[src/rtl/ex_muldiv_unit.sv]
// rtl/ex_muldiv_unit.sv - RV32M multiply/divide unit with req/gnt/rvalid handshake
// Multiply through a counted latency stage; divide by restoring 1-bit-per-cycle iteration.
module ex_muldiv_unit #(
   parameter int DWIDTH  = 32,
   parameter int MUL_LAT = 2,
   parameter int TAG_W   = 5
) (
   input  logic              clk_i,
   input  logic              rst_n_i,
   input  logic              req_i,
   output logic              gnt_o,
   input  logic [2:0]        op_i,
   input  logic [DWIDTH-1:0] operand_a_i,
   input  logic [DWIDTH-1:0] operand_b_i,
   input  logic [TAG_W-1:0]  tag_i,
   input  logic              flush_i,
   output logic              rvalid_o,
   output logic [DWIDTH-1:0] result_o,
   output logic [TAG_W-1:0]  tag_o,
   output logic              busy_o
);

   localparam logic [1:0] S_IDLE = 2'd0;
   localparam logic [1:0] S_MUL  = 2'd1;
   localparam logic [1:0] S_DIV  = 2'd2;
   localparam logic [1:0] S_DONE = 2'd3;

   localparam int CNT_MAX = (DWIDTH > MUL_LAT) ? DWIDTH : MUL_LAT;
   localparam int CNT_W   = $clog2(CNT_MAX + 1);
   localparam logic [DWIDTH-1:0] MIN_VAL = {1'b1, {(DWIDTH-1){1'b0}}};

   logic [1:0]        state_q;
   logic [CNT_W-1:0]  cnt_q;
   logic [2:0]        op_q;
   logic [DWIDTH-1:0] a_q;
   logic [DWIDTH-1:0] b_q;
   logic [DWIDTH-1:0] quo_q;
   logic [DWIDTH-1:0] rem_q;
   logic [TAG_W-1:0]  tag_q;
   logic              neg_q_q;
   logic              neg_r_q;

   logic              accept;
   logic              div_signed;
   logic              a_neg;
   logic              b_neg;
   logic [DWIDTH-1:0] a_mag;
   logic [DWIDTH-1:0] b_mag;
   logic              b_zero;
   logic              div_ovf;

   logic                  a_sgn_mul;
   logic                  b_sgn_mul;
   logic [2*DWIDTH-1:0]   a_ext;
   logic [2*DWIDTH-1:0]   b_ext;
   logic [2*DWIDTH-1:0]   product;
   logic [DWIDTH-1:0]     mul_res;

   logic [DWIDTH:0]   div_shift;
   logic              div_ge;
   logic [DWIDTH-1:0] div_sub;
   logic [DWIDTH-1:0] rem_next;
   logic [DWIDTH-1:0] quo_fix;
   logic [DWIDTH-1:0] rem_fix;
   logic [DWIDTH-1:0] div_res;

   assign gnt_o    = ((state_q == S_IDLE) || (state_q == S_DONE)) && !flush_i;
   assign rvalid_o = (state_q == S_DONE) && !flush_i;
   assign busy_o   = (state_q == S_MUL) || (state_q == S_DIV);
   assign accept   = req_i && gnt_o;

   // DIV and REM have funct3[0] clear; only those use sign-magnitude handling.
   assign div_signed = !op_i[0];
   assign a_neg      = div_signed && operand_a_i[DWIDTH-1];
   assign b_neg      = div_signed && operand_b_i[DWIDTH-1];
   assign a_mag      = a_neg ? -operand_a_i : operand_a_i;
   assign b_mag      = b_neg ? -operand_b_i : operand_b_i;
   assign b_zero     = (operand_b_i == '0);
   assign div_ovf    = div_signed && (operand_a_i == MIN_VAL) && (operand_b_i == '1);

   assign a_sgn_mul = (op_q == 3'b001) || (op_q == 3'b010);
   assign b_sgn_mul = (op_q == 3'b001);
   assign a_ext     = {{DWIDTH{a_sgn_mul & a_q[DWIDTH-1]}}, a_q};
   assign b_ext     = {{DWIDTH{b_sgn_mul & b_q[DWIDTH-1]}}, b_q};
   assign product   = a_ext * b_ext;
   assign mul_res   = (op_q[1:0] == 2'b00) ? product[DWIDTH-1:0] : product[2*DWIDTH-1:DWIDTH];

   // The partial remainder stays below the divisor, so DWIDTH bits hold it after each step.
   assign div_shift = {rem_q, quo_q[DWIDTH-1]};
   assign div_ge    = div_shift >= {1'b0, b_q};
   assign div_sub   = div_shift[DWIDTH-1:0] - b_q;
   assign rem_next  = div_ge ? div_sub : div_shift[DWIDTH-1:0];
   assign quo_fix   = neg_q_q ? -quo_q : quo_q;
   assign rem_fix   = neg_r_q ? -rem_q : rem_q;
   assign div_res   = op_q[1] ? rem_fix : quo_fix;

   always_ff @(posedge clk_i or negedge rst_n_i) begin
      if (!rst_n_i) begin
         state_q  <= S_IDLE;
         cnt_q    <= '0;
         op_q     <= '0;
         a_q      <= '0;
         b_q      <= '0;
         quo_q    <= '0;
         rem_q    <= '0;
         tag_q    <= '0;
         neg_q_q  <= 1'b0;
         neg_r_q  <= 1'b0;
         result_o <= '0;
         tag_o    <= '0;
      end else if (flush_i) begin
         state_q <= S_IDLE;
      end else begin
         case (state_q)
            S_IDLE, S_DONE: begin
               if (accept) begin
                  op_q  <= op_i;
                  tag_q <= tag_i;
                  if (!op_i[2]) begin
                     state_q <= S_MUL;
                     cnt_q   <= CNT_W'(MUL_LAT - 1);
                     a_q     <= operand_a_i;
                     b_q     <= operand_b_i;
                  end else if (b_zero || div_ovf) begin
                     // Special cases skip iteration: preload the final quotient/remainder.
                     state_q <= S_DIV;
                     cnt_q   <= '0;
                     b_q     <= operand_b_i;
                     quo_q   <= b_zero ? '1 : MIN_VAL;
                     rem_q   <= b_zero ? operand_a_i : '0;
                     neg_q_q <= 1'b0;
                     neg_r_q <= 1'b0;
                  end else begin
                     state_q <= S_DIV;
                     cnt_q   <= CNT_W'(DWIDTH);
                     b_q     <= b_mag;
                     quo_q   <= a_mag;
                     rem_q   <= '0;
                     neg_q_q <= a_neg ^ b_neg;
                     neg_r_q <= a_neg;
                  end
               end else begin
                  state_q <= S_IDLE;
               end
            end
            S_MUL: begin
               if (cnt_q == '0) begin
                  state_q  <= S_DONE;
                  result_o <= mul_res;
                  tag_o    <= tag_q;
               end else begin
                  cnt_q <= cnt_q - CNT_W'(1);
               end
            end
            S_DIV: begin
               if (cnt_q == '0) begin
                  state_q  <= S_DONE;
                  result_o <= div_res;
                  tag_o    <= tag_q;
               end else begin
                  rem_q <= rem_next;
                  quo_q <= {quo_q[DWIDTH-2:0], div_ge};
                  cnt_q <= cnt_q - CNT_W'(1);
               end
            end
            default: state_q <= S_IDLE;
         endcase
      end
   end

endmodule

[config.mk]
export PLATFORM = sky130hd
export DESIGN_NAME = ex_muldiv_unit
export DESIGN_NICKNAME = d
export VERILOG_FILES = /design/src/rtl/ex_muldiv_unit.sv
export SDC_FILE = /design/constraint.sdc
export NUM_CORES = 2
export LEC_CHECK = 0
export BUFFER_PORTS_ARGS = -buffer_cell sky130_fd_sc_hd__buf_4
export CORE_MARGIN = 2
export CORE_UTILIZATION = 40
export DETAILED_ROUTE_END_ITERATION = 16
export PLACE_DENSITY_LB_ADDON = 0.3
export SLEW_MARGIN = 0
export SYNTH_ARGS = -nofsm -noshare
export SYNTH_HDL_FRONTEND = slang
export SYNTH_SLANG_ARGS = --single-unit
[constraint.sdc]
create_clock -name clk_i -period 13.9 [get_ports clk_i]
set_clock_uncertainty 0.15 [all_clocks]
set_input_delay 1.39 -clock clk_i [delete_from_list [all_inputs] [get_ports clk_i]]
set_output_delay 1.39 -clock clk_i [all_outputs]
set_load 0.02 [all_outputs]
-- After elaboration in Yosys (flattened, before gate mapping)
Index checks and enable logic that the tools add are counted.
Widths: inputs -> output; s select.
- add/subtract/negate cells: 6
- $mul: 1
- $lt $le $gt $ge: 1
- equal/unequal tests: 14
- multiplexer cells: 36
- bitwise operators: 5
- reductions and logical operators: 28
- operators by type and width (kind ; count):
    $mux 32 ; 20
    $pmux 32 s2 ; 3
    $neg 32->32 ; 4
    $eq 32x32->1 const B ; 2
    $mul 33x33->64 ; 1
    $ge 33x32->1 ; 1
    $logic_not 32->1 ; 1
    $sub 32x32->32 ; 1
    $mux 31 ; 1
    $mux 6 ; 4
    $pmux 6 s2 ; 1
    $reduce_and 4->1 ; 3
    $reduce_and 3->1 ; 3
    $mux 2 ; 4
    $ne 2x2->1 const B ; 4
    $logic_and 1x1->1 ; 7
    $logic_not 6->1 ; 1
    $sub 6x1->6 const B ; 1
    $reduce_and 5->1 ; 1
    $eq 2x2->1 const B ; 2
    $logic_not 2->1 ; 2
    $logic_or 1x1->1 ; 4
    $ne 2x1->1 const B ; 2
    $pmux 2 s2 ; 1
    11 further kinds ; 17
- flip-flop bits (word level): 183
- word-level logic and storage cells: 103

-- Longest topological paths before layout
- word-level depth: 8
- depth in mapped cells: 32
- gate-level depth less buffers: 29

-- Least setup slack after synthesis
No wires, ideal clock.
- path type: register to register
- start: register op_q[1]
- end: register result_o[29]
- arrival time: 8270 ps
- required time: 13649 ps
- slack: 5379 ps
- stages on the path, launching flop included: 28
- buffers on the path: 3
- period minus slack after synthesis: 8521 ps
- path through: dfrtp_1 -> clkbuf_1 -> xnor2_1 -> nor3b_1 -> clkbuf_1 -> nand2_1 -> fa_1 -> fa_1 -> inv_1 -> fa_1 -> inv_1 -> fa_1 -> inv_1 -> fa_1 -> fa_1 -> fa_1 -> inv_1 -> fa_1 -> inv_1 -> ha_1 -> clkbuf_1 -> a21o_1 -> a21o_1 -> a221oi_1 -> nand2_1 -> a221oi_1 -> mux2i_1 -> nor4_1
- cells in the longest elaborated chain, start to end: 7
- elaborated cells between the ends (all ways): 12
- ends and longest elaborated chain (element ; RTL line ; source):
    start: declaration ; 34 ; logic [2:0] op_q;
    start signal: assignment ; 117 ; op_q <= op_i;
    $eq 3x1->1 / $eq 3x2->1 (equally long branches) ; 81, 82 ;
    $logic_or 1x1->1 ; 81 ; assign a_sgn_mul = (op_q == 3'b001) || (op_q == 3'b010);
    $and 1x1->1 ; 83 ; assign a_ext = {{DWIDTH{a_sgn_mul & a_q[DWIDTH-1]}}, a_q};
    $mul 33x33->64 ; 85 ; assign product = a_ext * b_ext;
    $mux 32 ; 86 ; assign mul_res = (op_q[1:0] == 2'b00) ? product[DWIDTH-1:0] : product[2*DWIDTH-1:DWIDTH];
    $mux 32 ; 147 ; if (cnt_q == '0) begin
    $pmux 32 s2 (*) ; 114 ; case (state_q)
    end signal: assignment ; 149 ; result_o <= mul_res;
    end signal: assignment ; 158 ; result_o <= div_res;
    end: declaration ; 18 ; output logic [DWIDTH-1:0] result_o,
Every way passes the cells marked *; elsewhere a longest branch is shown, timed or not. The select of a mux whose other input is x is not followed.
A chain may end at the register's enable or synchronous reset.

-- Worst setup path after layout
- start: register op_q[1]
- end: register result_o[31]
The elaborated chain is that of the path after synthesis.

==> results_dict.tcl <==
set metrics [dict create \
    r2r_end "result_o[31]" \
    arrival_ps 9970 \
    grt-ovfl-total 0 \
    row_count 131 \
    hold_violations 0 \
    track_usage_pct 24.1 \
    drv_cap 0 \
    drtPass1Iterations 5 \
    syn_area_um2 51100 \
    dieWidth_um 361 \
    postRouteAntennaNets 0 \
    final_util_pct 42.5 \
    cts_tree "built" \
    tightest_slew_ps 1070 \
    worst_path_most_repeated_cell "fa_1" \
    synth_edf_count 0 \
    post_cts_resize_count 0 \
    ys_types 77 \
    drv_slew 0 \
    vias 39500 \
    route.detailed.drc 0 \
    clk_pin_slew_ps 80 \
    worstSetupStartpointType "flip-flop" \
    slew_headroom_pct 28.6 \
    outcome "finished clean" \
    fp.dieH_um 361 \
    drt_wl_total_um 152000 \
    ys_seq_area_share_pct 8.97 \
    reg2reg_depth 30 \
    crit_slowest_cell "fa_1" \
    drt-initial-drc-count 2564 \
    reg2reg_from "op_q[1]" \
    fmax_ghz 0.102 \
    drt-vias-per-instance 5.32 \
    clk_latency_ps 470 \
    wire_per_inst_um 20.5 \
    grt_max_degree 81 \
    start_util_pct 40.2 \
    endpoint "result_o[31]" \
    holdPathStages 2 \
    rsz0062_at_grt "false" \
    place.port_buffers 115 \
    crit_start "op_q[1]" \
    cts_setup_buffers 0 \
    synth.net_count 7318 \
    ctsHoldBuffers 0 \
    place_inst 7391 \
    timing.setup.tns_ps 0 \
    drive_above_1_share_pct 5.42 \
    setup_viol 0 \
    area_delta_synth_final_pct 5.81 \
    syn_inst 5862 \
    hpwl_um 122000 \
    crit_path_max_incr_delay_ps 770 \
    dieArea_um2 131000 \
    avgSynthCellArea_um2 8.71 \
    fin_crit_ps 9820 \
    antenna_found_initial 3 \
    cts.htree.levels 4 \
    path_class "flip-flop to flip-flop" \
    ys_warn_count 0 \
    clock-sinks 183 \
    cts-buffers-inserted 17 \
    fin_nets 7204 \
    end_kind "flip-flop" \
    synth_flop_cell "dfrtp_1" \
    path_max_fanout 63 \
    cp.required_ps 14040 \
    grt_pass1_vias 42400 \
    fin_cells 7423 \
    async_reset_ff_share_pct 100 \
    clock-root-buffer "clkbuf_16" \
    cts_buffer_depth 2 \
    grt_pass1_wl_um 246000 \
    period_share_pct 70.7 \
    io_pins 116 \
    core_um2 127000 \
    hp-class "flip-flop to flip-flop" \
    synth.ff_latch_count 183 \
    place_congestion 0.932 \
    rrSetupSlack_ps 4080 \
    whs_ps 325 \
    diodes 0 \
]
stage by stage:
| step | cell area, µm² | setup WS [ps] |
|---|---|---|
| after floorplan | 51100 | 5380 |
| after global placement | 53400 | 4400 |
| after detailed placement | 53400 | 4220 |
| after CTS | 54000 | 4200 |
| after global routing | 54000 | 3490 |
| final | 54000 | 4080 |
layout by cell type, fill, tap and decap left out, types with 25 or more instances in the layout:
cell type and count:
and2_1 319, mux2_2 38, inv_1 1234, dfrtp_1 172
xnor2_1 124, xor2_1 93, or3_1 26, a21oi_1 251
buf_4 195, nor3_1 30, fa_1 1126, o21ai_1 29
o21ai_0 169, ha_1 253, o31ai_1 32, a21o_1 53
nand2_1 1006, nor2_1 162, nand4_1 25, nand3_1 39
cells in the mapped netlist, drive strengths merged, types with 32 or more instances:
library cell | count | share of area [%]
xor2 | 93 | 1.6
a21o | 54 | 0.79
fa | 1126 | 44
ha | 254 | 6.2
nand2 | 1007 | 7.4
nand3 | 39 | 0.38
clkbuf | 318 | 2.3
o21ai | 198 | 1.9
and2 | 319 | 3.9
nor2 | 165 | 1.2
a21oi | 252 | 2.5
mux2 | 38 | 0.84
dfrtp | 183 | 9.0
inv | 1235 | 9.1
o31ai | 33 | 0.49
nor3 | 32 | 0.32
xnor2 | 124 | 2.1
how the worst min path moves through the flow:
stage,from,endpoint
floorplan,tag_q[0],tag_q[0]
detailed placement,tag_q[3],tag_q[3]
global route,tag_q[3],tag_q[3]
global placement,tag_q[3],tag_q[3]
CTS,tag_q[3],tag_q[3]
finish,tag_q[3],tag_q[3]
logic make-up after synthesis:
kind of cell / Yosys count / share of synthesized area (%)
compound gates: 746 / 8.97
mux: 48 / 1.03
fa+ha+maj: 1380 / 50.4
simple gates: 1724 / 15.4
buf+inv: 1564 / 11.5
flops: 183 / 8.97
xor+xnor: 217 / 3.72
state kept, by name, summed over array words and instances (netlist names):
register	flops
a_q	32
b_q	32
quo_q	32
rem_q	32
result_o	32
cnt_q	6
tag_o	5
tag_q	5
op_q	3
state_q	2
neg_q_q	1
neg_r_q	1
critical path, delay by kind of cell, from the launching register on:
family / cells / cell delay [ps]
AOI/OAI and AO/OA: 8 / 1560
and+or+nand+nor: 3 / 400
adders and majority gates: 9 / 4970
buffers and inverters: 9 / 1890
xor gates and xnor gates: 1 / 220
DFF: 1 / 350
layer usage:
layer | up-vias | wire (µm) | GRT usage (%)
met3 | 243 | 7240 | 2.10
met5 | - | 0 | 0
met1 | 20600 | 63200 | 31.6
met2 | 1142 | 75200 | 41.8
met4 | 0 | 6420 | 8.86
li1 | 17500 | - | -
layout make-up:
class / instances / area [µm²]
clock inverters: 15 / 193
clock buffers: 17 / 425
well taps: 1662 / 2080
repair buffers: 196 / 1480
flip-flops and latches: 183 / 4590
fillers: 12700 / 73200
multi-input cells: 4115 / 40600
inverters: 1235 / 4640
Power is left out: the tool's default activity adds up to more than one toggle a clock period on the data nets, which glitch-free logic cannot reach.
